**src/rtl/calc_ctrl_pkg.sv**
```systemverilog
// Shared types and constants for the calculator button sequencer: FSM states,
// operation codes, button indices and display geometry.
package calc_ctrl_pkg;

  localparam int DIGIT_W    = 4;
  localparam int NUM_DIGITS = 4;
  localparam int DISP_W     = DIGIT_W * NUM_DIGITS;
  localparam int NUM_BTNS   = 9;

  typedef enum logic [2:0] {
    ST_IDLE,
    ST_INC,
    ST_START,
    ST_WAIT,
    ST_LOAD
  } state_e;

  typedef enum logic [2:0] {
    OP_ADD  = 3'd0,
    OP_SUB  = 3'd1,
    OP_MUL  = 3'd2,
    OP_DIV  = 3'd3,
    OP_ORIG = 3'd4
  } op_e;

  typedef enum int {
    BTN_D1   = 0,
    BTN_D2   = 1,
    BTN_D3   = 2,
    BTN_D4   = 3,
    BTN_ADD  = 4,
    BTN_SUB  = 5,
    BTN_MUL  = 6,
    BTN_DIV  = 7,
    BTN_ORIG = 8
  } btn_idx_e;

  // Index of the lowest set bit; lower-numbered buttons win arbitration.
  function automatic logic [3:0] lowest_btn(input logic [NUM_BTNS-1:0] ev);
    logic [3:0] idx;
    idx = 4'd0;
    for (int i = NUM_BTNS - 1; i >= 0; i--) begin
      if (ev[i]) idx = 4'(i);
    end
    return idx;
  endfunction

endpackage

```
**src/rtl/calc_op_sequencer_if.sv**
```systemverilog
// Handshake between the sequencer (master) and the digit-generator /
// arithmetic datapath (slave).
interface calc_op_sequencer_if;
  import calc_ctrl_pkg::*;

  logic [DISP_W-1:0]     og_digits;
  logic [DISP_W-1:0]     res_digits;
  logic                  op_done;
  logic [NUM_DIGITS-1:0] digit_inc;
  logic [2:0]            op_sel;
  logic                  op_start;

  modport master (
    output digit_inc, op_sel, op_start,
    input  og_digits, res_digits, op_done
  );

  modport slave (
    input  digit_inc, op_sel, op_start,
    output og_digits, res_digits, op_done
  );

endinterface

```
**src/rtl/btn_debounce.sv**
```systemverilog
// Single-button debouncer: the accepted level follows the raw level only after
// DEBOUNCE_CYCLES consecutive differing samples; o_rise marks each 0->1 acceptance.
module btn_debounce #(
  parameter int DEBOUNCE_CYCLES = 50000
) (
  input  logic clk_in,
  input  logic reset,
  input  logic i_raw,
  output logic o_level,
  output logic o_rise
);

  localparam int CW = $clog2(DEBOUNCE_CYCLES + 1);

  logic [CW-1:0] r_cnt;
  logic          r_level;
  logic          r_rise;

  // NOTE: state registers use non-blocking assignments so every flop samples
  // pre-edge values regardless of statement order.
  always_ff @(posedge clk_in) begin
    if (reset) begin
      r_cnt   <= '0;
      r_level <= 1'b0;
      r_rise  <= 1'b0;
    end else begin
      r_rise <= 1'b0;
      if (i_raw == r_level) begin
        r_cnt <= '0;
      end else if (r_cnt == CW'(DEBOUNCE_CYCLES - 1)) begin
        r_cnt   <= '0;
        r_level <= i_raw;
        r_rise  <= i_raw;
      end else begin
        r_cnt <= r_cnt + 1'b1;
      end
    end
  end

  assign o_level = r_level;
  assign o_rise  = r_rise;

endmodule

```
**src/rtl/calc_op_sequencer.sv**
```systemverilog
// Calculator button sequencer: debounces nine buttons, arbitrates presses and
// drives the digit/arithmetic units through a start/done handshake.
module calc_op_sequencer
  import calc_ctrl_pkg::*;
#(
  parameter int DEBOUNCE_CYCLES = 50000,
  parameter int TIMEOUT_CYCLES  = 255
) (
  input  logic                clk_in,
  input  logic                reset,
  input  logic [NUM_BTNS-1:0] btn,
  calc_op_sequencer_if.master dp,
  output logic [DISP_W-1:0]   disp_digits,
  output logic                busy,
  output logic                err
);

  localparam int TW = ($clog2(TIMEOUT_CYCLES + 1) > 8) ? $clog2(TIMEOUT_CYCLES + 1) : 8;
  localparam int DW = $clog2(NUM_DIGITS);

  logic [NUM_BTNS-1:0] w_level;
  logic [NUM_BTNS-1:0] w_rise;
  logic [NUM_BTNS-1:0] w_ev;
  logic [3:0]          w_win;
  logic                w_accept;
  logic                w_timeout;
  state_e              w_state_next;

  state_e              r_state;
  logic [DW-1:0]       r_digit;
  op_e                 r_op_sel;
  logic                r_load_og;
  logic                r_err;
  logic [DISP_W-1:0]   r_disp;
  logic [TW-1:0]       r_wait_cnt;

  for (genvar g = 0; g < NUM_BTNS; g++) begin : g_deb
    btn_debounce #(
      .DEBOUNCE_CYCLES(DEBOUNCE_CYCLES)
    ) u_deb (
      .clk_in (clk_in),
      .reset  (reset),
      .i_raw  (btn[g]),
      .o_level(w_level[g]),
      .o_rise (w_rise[g])
    );
  end

  // A rise is honoured only while its accepted level is still high.
  assign w_ev  = w_rise & w_level;
  assign w_win = lowest_btn(w_ev);

  // NOTE: every always_comb output gets a default first so no path infers a latch.
  always_comb begin
    w_state_next = r_state;
    w_accept     = 1'b0;
    w_timeout    = 1'b0;
    unique case (r_state)
      ST_IDLE: begin
        if (|w_ev) begin
          w_accept     = 1'b1;
          w_state_next = (w_win < 4'(BTN_ADD)) ? ST_INC : ST_START;
        end
      end
      ST_INC:   w_state_next = ST_LOAD;
      ST_START: w_state_next = ST_WAIT;
      ST_WAIT: begin
        // The counter runs 0..TIMEOUT_CYCLES; a done in the final cycle still wins.
        if (dp.op_done) begin
          w_state_next = ST_LOAD;
        end else if (r_wait_cnt == TW'(TIMEOUT_CYCLES)) begin
          w_timeout    = 1'b1;
          w_state_next = ST_IDLE;
        end
      end
      ST_LOAD:  w_state_next = ST_IDLE;
      default:  w_state_next = ST_IDLE;
    endcase
  end

  always_ff @(posedge clk_in) begin
    if (reset) begin
      r_state    <= ST_IDLE;
      r_digit    <= '0;
      r_op_sel   <= OP_ADD;
      r_load_og  <= 1'b0;
      r_err      <= 1'b0;
      r_disp     <= '0;
      r_wait_cnt <= '0;
    end else begin
      r_state <= w_state_next;
      if (w_accept) begin
        r_err <= 1'b0;
        if (w_win < 4'(BTN_ADD)) begin
          r_digit   <= w_win[DW-1:0];
          r_load_og <= 1'b1;
        end else begin
          r_op_sel  <= op_e'(3'(w_win - 4'(BTN_ADD)));
          r_load_og <= 1'b0;
        end
      end
      if (w_timeout) r_err <= 1'b1;
      if (r_state == ST_START) begin
        r_wait_cnt <= '0;
      end else if (r_state == ST_WAIT) begin
        r_wait_cnt <= r_wait_cnt + 1'b1;
      end
      if (r_state == ST_LOAD) begin
        r_disp <= r_load_og ? dp.og_digits : dp.res_digits;
      end
    end
  end

  always_comb begin
    dp.digit_inc = '0;
    dp.op_start  = 1'b0;
    if (r_state == ST_INC)   dp.digit_inc = {{(NUM_DIGITS-1){1'b0}}, 1'b1} << r_digit;
    if (r_state == ST_START) dp.op_start  = 1'b1;
  end

  assign dp.op_sel   = r_op_sel;
  assign busy        = (r_state != ST_IDLE);
  assign err         = r_err;
  assign disp_digits = r_disp;

endmodule
```
**src/flat_wrapper.sv**
```systemverilog
// flat-port wrapper written by rule: the top's interface ports become plain ports
module calc_op_sequencer_flat import calc_ctrl_pkg::*;
#(
  parameter int DEBOUNCE_CYCLES = 50000,
  parameter int TIMEOUT_CYCLES  = 255
)
  (clk_in, reset, btn, disp_digits, busy, err, dp_digit_inc, dp_op_sel, dp_op_start, dp_og_digits, dp_res_digits, dp_op_done);
  calc_op_sequencer_if dp_i ();
  input  logic clk_in;
  input  logic reset;
  input  logic [NUM_BTNS-1:0] btn;
  output logic [DISP_W-1:0] disp_digits;
  output logic busy;
  output logic err;
  output wire logic [$bits(dp_i.digit_inc)-1:0] dp_digit_inc;
  output wire logic [$bits(dp_i.op_sel)-1:0] dp_op_sel;
  output wire logic [$bits(dp_i.op_start)-1:0] dp_op_start;
  input wire logic [$bits(dp_i.og_digits)-1:0] dp_og_digits;
  input wire logic [$bits(dp_i.res_digits)-1:0] dp_res_digits;
  input wire logic [$bits(dp_i.op_done)-1:0] dp_op_done;
  assign dp_digit_inc = dp_i.digit_inc;
  assign dp_op_sel = dp_i.op_sel;
  assign dp_op_start = dp_i.op_start;
  assign dp_i.og_digits = dp_og_digits;
  assign dp_i.res_digits = dp_res_digits;
  assign dp_i.op_done = dp_op_done;
  calc_op_sequencer #(.DEBOUNCE_CYCLES(DEBOUNCE_CYCLES), .TIMEOUT_CYCLES(TIMEOUT_CYCLES)) u_core (.clk_in(clk_in), .reset(reset), .btn(btn), .dp(dp_i), .disp_digits(disp_digits), .busy(busy), .err(err));
endmodule
```
**config.mk**
```make
export PLATFORM = sky130hd
export DESIGN_NAME = calc_op_sequencer_flat
export DESIGN_NICKNAME = d
export VERILOG_FILES = /design/src/rtl/calc_ctrl_pkg.sv /design/src/rtl/calc_op_sequencer_if.sv /design/src/rtl/btn_debounce.sv /design/src/rtl/calc_op_sequencer.sv /design/src/flat_wrapper.sv
export SDC_FILE = /design/constraint.sdc
export NUM_CORES = 1
export LEC_CHECK = 0
export BUFFER_PORTS_ARGS = -buffer_cell sky130_fd_sc_hd__buf_2
export CAP_MARGIN = 30
export CORE_UTILIZATION = 64
export DETAILED_ROUTE_END_ITERATION = 12
export PLACE_DENSITY_LB_ADDON = 0.08
export SYNTH_ARGS = -nofsm -noshare
export SYNTH_HDL_FRONTEND = slang
export SYNTH_SLANG_ARGS = --single-unit
```
**constraint.sdc**
```tcl
create_clock -name clk_in -period 3.75 [get_ports clk_in]
set_clock_uncertainty 0.1 [all_clocks]
set_input_delay 0.1875 -clock clk_in [delete_from_list [all_inputs] [get_ports clk_in]]
set_output_delay 0.1875 -clock clk_in [all_outputs]
set_load 0.01 [all_outputs]
```
# Word level (Yosys, flattened, before mapping)
# Cells that the tools add are included.
[op_classes] magnitude_cmp=1 n_addsub=11 mux=25 shift=1 n_reduce_logical=35 bitwise=20 n_eq_ne=25
[ops] cell="$add A16 B1 Y16 const B" count=9
[ops] cell="$eq A16 B16 Y1 const B" count=9
[ops] cell="$reduce_or A3 Y1" count=18
[ops] cell="$mux W4" count=10
[ops] cell="$reduce_and A2 Y1" count=12
[ops] cell="$not A1 Y1" count=19
[ops] cell="$mux W16" count=1
[ops] cell="$pmux W3 S4" count=1
[ops] cell="$and A9 B9 Y9" count=1
[ops] cell="$eq A1 B1 Y1" count=9
[ops] cell="$mux W1" count=9
[ops] cell="$mux W3" count=3
[ops] cell="$reduce_or A9 Y1" count=1
[ops] cell="$add A8 B1 Y8 const B" count=1
[ops] cell="$eq A8 B8 Y1 const B" count=1
[ops] cell="$eq A3 B2 Y1 const B" count=2
[ops] cell="$lt A4 B3 Y1 const B" count=1
[ops] cell="$shl A1 B2 Y4 const A" count=1
[ops] cell="$eq A3 B1 Y1 const B" count=1
[ops] cell="$eq A3 B3 Y1 const B" count=1
[ops] cell="$logic_not A3 Y1" count=1
[ops] cell="$ne A3 B2 Y1 const B" count=1
[ops] cell="$reduce_bool A3 Y1" count=1
[ops] cell="$sub A3 B3 Y3 const B" count=1
[ops] cell="4 further kinds" count=4
[word_totals] out_inout_bits=26 reg_bits=196 input_bits=44 wordCells=152

# Longest topological paths before layout
# Gate-level depths: netlist of run 1.
[logic_depth] depth_word=14 ltp_mapped=7

# Hierarchy
# From an unflattened synthesis of run 1, not the netlist that was laid out.
[hier_totals] cells_unflattened=1018 area_unflattened_um2=9083.7
[modules_own_cells] module="btn_debounce at u_core.g_deb[0].u_deb ..." cells_each=92 n_inst=8 area_each_um2=820.8
[modules_own_cells] module="calc_op_sequencer" cells_each=190 n_inst=1 area_each_um2=1690.4
[modules_own_cells] module="btn_debounce at u_core.g_deb[6].u_deb" cells_each=92 n_inst=1 area_each_um2=827.0

# Worst setup path after synthesis of run 1
# Ideal clock, no wire load.
[synth_timing] path_type="register to register" startpoint="reg u_core.g_deb[2].u_deb.r_cnt[11]" endpoint="reg u_core.g_deb[2].u_deb.r_cnt[15]" synth_period_minus_slack_ns=1.996 stages_incl_launch_ff=6 arrival_time_ns=1.781 n_path_buf=1 setup_ns=0.115 required_ns=3.535 path_slack_ns=1.754 cell_sequence="dfxtp_1 -> or4b_1 -> or4_4 -> o21ai_4 -> buf_6 -> nor2_1"
[synth_between] elab_chain_len=2 elab_cells_between_ends=3 classes_between="add/sub: 1; eq/ne: 1; reduce/logical: 1"
[synth_rtl] element="start, declared" line_no="btn_debounce.sv:15" source="logic [CW-1:0] r_cnt;"
[synth_rtl] element="start signal, assigned" line_no="btn_debounce.sv:35" source="r_cnt <= r_cnt + 1'b1;"
[synth_rtl] element="branches (longest 2 deep; another with $add A16 B1 Y16)"
# Several ways; the timed one is not identified.
# A chain may end at the register's enable or synchronous reset.

# Worst setup path in the final report of run 1
[layout_timing] startpoint="reg u_core.g_deb[8].u_deb.r_cnt[5]" endpoint="reg u_core.g_deb[8].u_deb.r_cnt[5]"
[layout_between] elab_chain_len=2 elab_cells_between_ends=3 classes_between="add/sub: 1; eq/ne: 1; reduce/logical: 1"
[layout_rtl] element="start, declared" line_no="btn_debounce.sv:15"
[layout_rtl] element="start signal, assigned" line_no="btn_debounce.sv:35"
[layout_rtl] element="branches (longest 2 deep; another with $add A16 B1 Y16)"
# Several ways; the timed one is not identified.

==> impl_results.md, run 1 <==
- Status: finished, final reports clean
- Global route total overflow: 0
- Number of routed nets with antenna violations: 0
- Largest net degree at the start of global routing: 38
- Sequential area share after synthesis: 45.5%
- Die height: 118 um
- Hold Crit Endpoint: u_core.disp_digits[14]$_SDFFE_PP0N_
- Nets: 1,115
- I/O Pins: 70
- Clock-pin slew on the worst setup and hold paths: 0.07 ns
- Vias in the first global route: 6,589
- Worst Path Arrival: 2.38 ns
- PnR Total Power: 4.12 mW
- Initial antenna violation count: 0
- Crit-path max FO: 16
- Hold wc startpoint: dp_res_digits[14]
- Synth async-reset ratio: 0%
- CTS tree: yes
- Number of synthesized register bits: 196
- EDFF count, synth: 0
- Top FF cell, synth: dfxtp_1
- Core area: 13,200 um2
- Required time of the critical path: 3.94 ns
- Storage element area: 3920 um2
- Final setup viols: 0
- Crit end category: register
- First DRT Iteration DRCs: 392
- Row count: 42
- Die width: 118 um
- Min Clock Period, post-route: 2.18 ns
- H-Tree Level Count: 4
- Syn Nets: 1,028
- Layout fillers: 1,012
- Kind of critical path: reg -> reg
- Post-Syn Area: 8620 um2
- Port buffer count: 69
- Initial Utilization: 65.3%
- GPL Wtd Cong: 0.812
- Total Die Area: 13,900 um2
- Pleak: 3.23 nW
- Yosys warnings: 0
- Fin. Hold Viols: 0
- Worst Max-Slew Pin Slew: 0.952 ns
- Area occupied by multi-input gates: 4460 um2
- Residual DRC: 0
- RR Startpoint: u_core.g_deb[8].u_deb.r_cnt[5]$_SDFF_PP0_
- Total Routed Length: 17,100 um
- Layout cell share with drive strength beyond 1: 10.7%
- Post-synthesis cell count: 974
- Via count: 7,003
- Final core utilization: 75.4%
- CTS buffer count: 17
- VDD IR-drop max: 0.405 mV
- RR Endpoint: u_core.g_deb[8].u_deb.r_cnt[5]$_SDFF_PP0_
- Crit share post-route: 58.2%
- Diodes inserted: 0
- Worst hold path type: in -> reg
- Root buf cell: clkbuf_16
- Via density: 5.60
- P&R area growth vs syn: 15.3%
- DP Cell Count: 1,196
- Post-CTS sizing: 0
- Maxcap violations: 0
- Final setup margin: 1.57 ns
- Latest clock arrival within the worst-skew pair: 0.43 ns
- Non-Filler Instances: 1,250
- First-pass detailed-route iteration total: 5
- First-pass GRT wire length: 30,000 um
- Cell Pwr Density: 414 nW/um2
- Worst slew margin: 36.5%
- GRT Overall Usage: 25.8%
- RSZ-0062 raised after global routing: no
- Hold depth: 3
- FF-to-FF setup slack: 1.57 ns
- Clock tree buffer depth: 2
- Fmax: 458 MHz
- Post-DP HPWL: 11,100 um
- Pre-CTS setup slack: 1.55 ns
- Setup TNS: 0 ns
- FF-to-FF path depth: 4
- Critical Path Start Type: register
- Routed length per instance: 13.7 um
- Final Max Tran Viols: 0
- Unique masters post-synth: 49
- Mean post-synth cell area: 8.85 um2
- Clk sinks: 196
## worst max-delay path: stages (launching register included)
cell	delay, ns
dfxtp_1	0.34
or4b_2	0.68
nor4_2	0.33
or3_1	0.51
nor2_1	0.11
## where the power goes
group	internal (mW)	switching, mW	leakage [nW]	total (mW)
Clock	1.13	0.775	0.303	1.91
Sequential	2.09	0.00937	1.58	2.10
Combinational	0.0500	0.0602	1.34	0.110
Total	3.27	0.845	3.23	4.12
## per-stage QoR
| stage | instance area (um2) | hold slack, ns |
|---|---|---|
| final | 9940 | 0.0126 |
| after global placement | 9100 | 0.343 |
| after global routing | 9940 | 0.00178 |
| after CTS | 9940 | 0.000571 |
| after detailed placement | 9100 | 0.352 |
| after floorplan | 8620 | 0.206 |
## flip-flops by register name, indices dropped and copies added, names as in the netlist
signal                      cells
u_core.disp_digits             16
u_core.g_deb.u_deb.o_level      9
u_core.r_load_og                1
u_core.r_digit                  2
u_core.r_state                  3
u_core.err                      1
u_core.dp.op_sel                3
u_core.g_deb.u_deb.o_rise       9
u_core.g_deb.u_deb.r_cnt      144
u_core.r_wait_cnt               8
## synth_stat cells, drive strengths merged (3+ instances only)
cell type	number	area share (%)
inv	34	1.5
nand2	42	1.8
nor4bb	10	1.2
xor2	19	1.9
o211ai	3	0.26
dfxtp	196	46
or3	7	0.51
xnor2	118	12
o21ai	9	0.65
nor2b	3	0.22
a21oi	14	0.81
nand2b	3	0.22
mux2i	23	2.7
ha	10	1.5
nand3	51	3.0
nor4	43	3.2
buf	7	0.51
or4b	4	0.46
nor3	41	2.4
nand4b	3	0.30
nor2	196	8.5
or2	4	0.29
nand4	40	2.9
or4	3	0.30
clkbuf	19	0.83
a22oi	4	0.35
and3	16	1.2
a211oi	18	1.6
o31ai	3	0.26
and4	3	0.30
nor4b	13	1.3
## cells in the final DEF (no fill, tap or decap), drive strengths merged, types with 16 or more instances in the layout
cell | Yosys | routed
mux2i | 23 | 23
xor2 | 19 | 19
a211oi | 18 | 18
buf | 7 | 72
and3 | 16 | 16
nand4 | 40 | 40
clkbuf | 19 | 19
nor2 | 196 | 196
nor4 | 43 | 43
nor3 | 41 | 41
dlygate4sd3 | 0 | 22
nand2 | 42 | 42
xnor2 | 118 | 118
inv | 34 | 35
dfxtp | 196 | 196
nand3 | 51 | 51
## what timing repair did
| action | in CTS | in global routing |
|---|---|---|
| setup buffers | 0 | 0 |
| hold buffers | 22 | 0 |
| hold endpoints to repair | 29 | 0 |
## how the worst max path moves through the flow
stage	from	end	slack (ns)	depth (start not counted)
floorplan	u_core.g_deb[2].u_deb.r_cnt[11]$_SDFF_PP0_	u_core.g_deb[2].u_deb.r_cnt[15]$_SDFF_PP0_	1.75	5
global placement	u_core.g_deb[8].u_deb.r_cnt[5]$_SDFF_PP0_	u_core.g_deb[8].u_deb.r_cnt[14]$_SDFF_PP0_	1.59	4
detailed placement	u_core.g_deb[8].u_deb.r_cnt[5]$_SDFF_PP0_	u_core.g_deb[8].u_deb.r_cnt[15]$_SDFF_PP0_	1.55	4
CTS	u_core.g_deb[8].u_deb.r_cnt[5]$_SDFF_PP0_	u_core.g_deb[8].u_deb.r_cnt[15]$_SDFF_PP0_	1.55	4
global route	u_core.g_deb[8].u_deb.r_cnt[5]$_SDFF_PP0_	u_core.g_deb[8].u_deb.r_cnt[6]$_SDFF_PP0_	1.38	4
finish	u_core.g_deb[8].u_deb.r_cnt[5]$_SDFF_PP0_	u_core.g_deb[8].u_deb.r_cnt[5]$_SDFF_PP0_	1.57	4
## kinds of logic (layout without fill, tap and decap cells)
family	Yosys count	count (layout)	share of synthesized area, %
AOI/OAI and AO/OA	61	61	5.01
buffers and inverters	60	160	2.82
adders and majority gates	10	10	1.45
and+or+nand+nor	487	487	28.6
muxes	23	23	2.67
DFF	196	196	45.5
xor gates and xnor gates	137	137	13.9
## final cells by class
class,count,share of cell area (%)
clock buffers,19,4.46
inverters,34,1.28
clock inverters,13,1.83
repair buffers,94,5.92
well taps,176,2.22
flip-flops and latches,196,39.5
multi-input cells,718,44.8
## metal layers
metal | wire length, um | global-route usage, % | up-vias
li1 | - | - | 3598
met1 | 7950 | 32.7 | 3270
met2 | 8300 | 43.1 | 111
met3 | 587 | 6.49 | 24
met4 | 259 | 7.93 | 0
met5 | 0 | 0 | -
(Power assumes the default switching activity.)
==> inputs of run 2 (changes only) <==
- ABC_AREA: unset -> 1
- CORE_UTILIZATION: 64 -> 54
- clock period: 3.75 -> 1.77 ns (I/O delays scaled with it)
==> impl_results.md, run 2 <==
- Post-synth top area share: 42.8%
- H-Tree Level Count: 4
- Post-synthesis cell count: 1,271
- Hold wc startpoint: reset
- Clk sinks: 196
- Port buffer count: 69
- EDFF count, synth: 0
- Min Clock Period, post-route: 1.63 ns
- Sequential area share after synthesis: 42.8%
- Status: finished, final reports clean
- CTS buffer count: 17
- Largest register FFs: 144
- Maxcap violations: 0
- Number of synthesized register bits: 196
- Final setup margin: 0.135 ns
- RR Startpoint: u_core.g_deb[7].u_deb.r_cnt[0]$_SDFF_PP0_
- Total Routed Length: 19,700 um
- Worst hold path type: in -> reg
- Most frequent cells in the layout: nand2_1 (270), dfxtp_1 (194), nor2_1 (169), inv_1 (131), a21oi_1 (82)
- Via count: 8,372
- P&R area growth vs syn: 18.1%
- Initial antenna violation count: 0
- Layout cell share with drive strength beyond 1: 12.8%
- Latest clock arrival within the worst-skew pair: 0.43 ns
- Residual DRC: 0
- GRT Overall Usage: 23.4%
- Die width: 132 um
- Fin. Hold Viols: 0
- Pleak: 3.89 nW
- Yosys warnings: 0
- Synth async-reset ratio: 0%
- Row count: 47
- Syn Nets: 1,325
- Setup TNS: 0 ns
- Required time of the critical path: 1.58 ns
- Largest net degree at the start of global routing: 33
- RR Endpoint: u_core.g_deb[7].u_deb.r_cnt[9]$_SDFF_PP0_
- Critical Path Source: u_core.r_state[2]$_SDFFE_PP0P_
- First DRT Iteration DRCs: 409
- Number of routed nets with antenna violations: 0
- Clock-pin slew on the worst setup and hold paths: 0.07 ns
- Crit-path max FO: 4
- First-pass detailed-route iteration total: 7
- Critical Path Start Type: register
- PnR Total Power: 8.38 mW
- Via density: 5.13
- GPL Wtd Cong: 0.848
- Initial Utilization: 55.3%
- Worst slew margin: 71.9%
- Diodes inserted: 0
- Hold depth: 3
- Clock tree buffer depth: 2
- Final core utilization: 65.2%
- Commonest cells in the netlist: nand2_1 (272), dfxtp_1 (196), nor2_1 (173)
- Kind of critical path: reg -> out
- Crit share post-route: 92.4%
- Biggest register: u_core.g_deb.u_deb.r_cnt
- Global route total overflow: 0
- Fmax: 612 MHz
- Post-DP HPWL: 13,500 um
- Crit end category: primary output
- FF-to-FF setup slack: 0.14 ns
- CTS tree: yes
- VDD IR-drop max: 0.696 mV
- Most frequent cell after synthesis: nand2_1
- Cell Pwr Density: 775 nW/um2
- Die height: 132 um
- Root buf cell: clkbuf_16
- Nets: 1,453
- Area contributors post-synth: dfxtp_1 (43%), nand2_1 (11%), nor2_1 (7.1%)
- Final Max Tran Viols: 0
- Top FF cell, synth: dfxtp_1
- Most common cell after layout, fill and taps aside: nand2_1
- Post-Syn Area: 9160 um2
- Worst Max-Slew Pin Slew: 0.418 ns
- Largest area contributor in the synthesized netlist: dfxtp_1
- Unique masters post-synth: 43
- Hold Crit Endpoint: u_core.g_deb[8].u_deb.o_level$_SDFFE_PP0P_
- I/O Pins: 70
- Core area: 16,600 um2
- Mean post-synth cell area: 7.21 um2
- Worst Path Arrival: 1.45 ns
- Total Die Area: 17,500 um2
- Routed length per instance: 12.1 um
- First-pass GRT wire length: 33,700 um
- Final setup viols: 0
- Vias in the first global route: 7,748
- FF-to-FF path depth: 7
- Pre-CTS setup slack: 0.0715 ns
-- run 2: changes by cell type in the layout (fill, tap and decap cells not counted), moves of 26 or more --
cell and delta:
nor2_1 -27, nor4_1 -36, a21oi_1 +68, xnor2_1 -109
a31oi_1 +26, inv_1 +97, o21ai_0 +28, nand2_1 +228
-- run 2: how the worst max path moves through the flow --
stage	to	slack, ns	cells past startpoint
CTS	dp_digit_inc[3]	0.05	6
finish	dp_digit_inc[2]	0.14	6
floorplan	u_core.g_deb[6].u_deb.r_cnt[15]$_SDFF_PP0_	0.23	7
detailed placement	u_core.g_deb[4].u_deb.r_cnt[11]$_SDFF_PP0_	0.07	8
global route	u_core.g_deb[3].u_deb.r_cnt[12]$_SDFF_PP0_	-0.002	9
global placement	u_core.g_deb[5].u_deb.r_cnt[12]$_SDFF_PP0_	0.11	8
-- run 2: kinds of logic (layout without fill, tap and decap cells) --
logic type                 after synthesis  count (layout)  synth area share (%)
buffers and inverters                  162             301                  7.37
AOI/OAI and AO/OA                      154             154                  8.97
DFF                                    196             196                  42.8
and+or+nand+nor                        716             717                  36.3
xor gates and xnor gates                33              33                  3.15
adders and majority gates               10              10                  1.37
-- run 2: stage by stage --
stage               cells  hold slack (ns)  cell area [um2]
floorplan            1271           0.0870             9160
global placement     1556            0.246             9780
detailed placement   1556            0.256             9780
CTS                  1629           0.0312            10700
global route         1631           0.0374            10800
finish               1631           0.0269            10800
-- run 2: critical path, stage by stage, from the launching register on --
cell     delay, ns
dfxtp_1       0.34
inv_2         0.11
nand2_1       0.09
nor2_2        0.12
inv_1         0.10
nor3_1        0.12
buf_2         0.15
-- run 2: cell type report --
type | instances | area, um2
Sequential cell | 196 | 3930
Tap cell | 220 | 275
Clock buffer | 22 | 464
Fill cell | 1474 | 5760
Multi-Input combinational cell | 914 | 4630
Timing Repair Buffer | 128 | 906
Inverter | 142 | 534
Clock inverter | 9 | 80.1
-- run 2: power breakdown --
| part | leakage, nW | switching [mW] | internal, mW | total [mW] |
|---|---|---|---|---|
| combinational | 2.04 | 0.154 | 0.144 | 0.298 |
| clock | 0.270 | 1.64 | 2.00 | 3.64 |
| sequential | 1.58 | 0.0143 | 4.43 | 4.44 |
| total | 3.89 | 1.81 | 6.57 | 8.38 |
-- run 2: metal layers --
| metal | global-route usage [%] | routed length (um) | up-vias |
|---|---|---|---|
| li1 | - | - | 4453 |
| met1 | 29.5 | 9290 | 3740 |
| met2 | 40.2 | 9430 | 151 |
| met3 | 5.27 | 744 | 28 |
| met4 | 6.51 | 271 | 0 |
| met5 | 0 | 0 | - |
-- run 2: timing repair --
item | in CTS | in global routing
hold buffers | 42 | 0
hold endpoints to repair | 42 | 0
setup buffers | 0 | 1
setup endpoints to repair | 4 | 75
gates cloned | 0 | 1
pin swaps | 0 | 6
gates resized for setup | 1 | 16
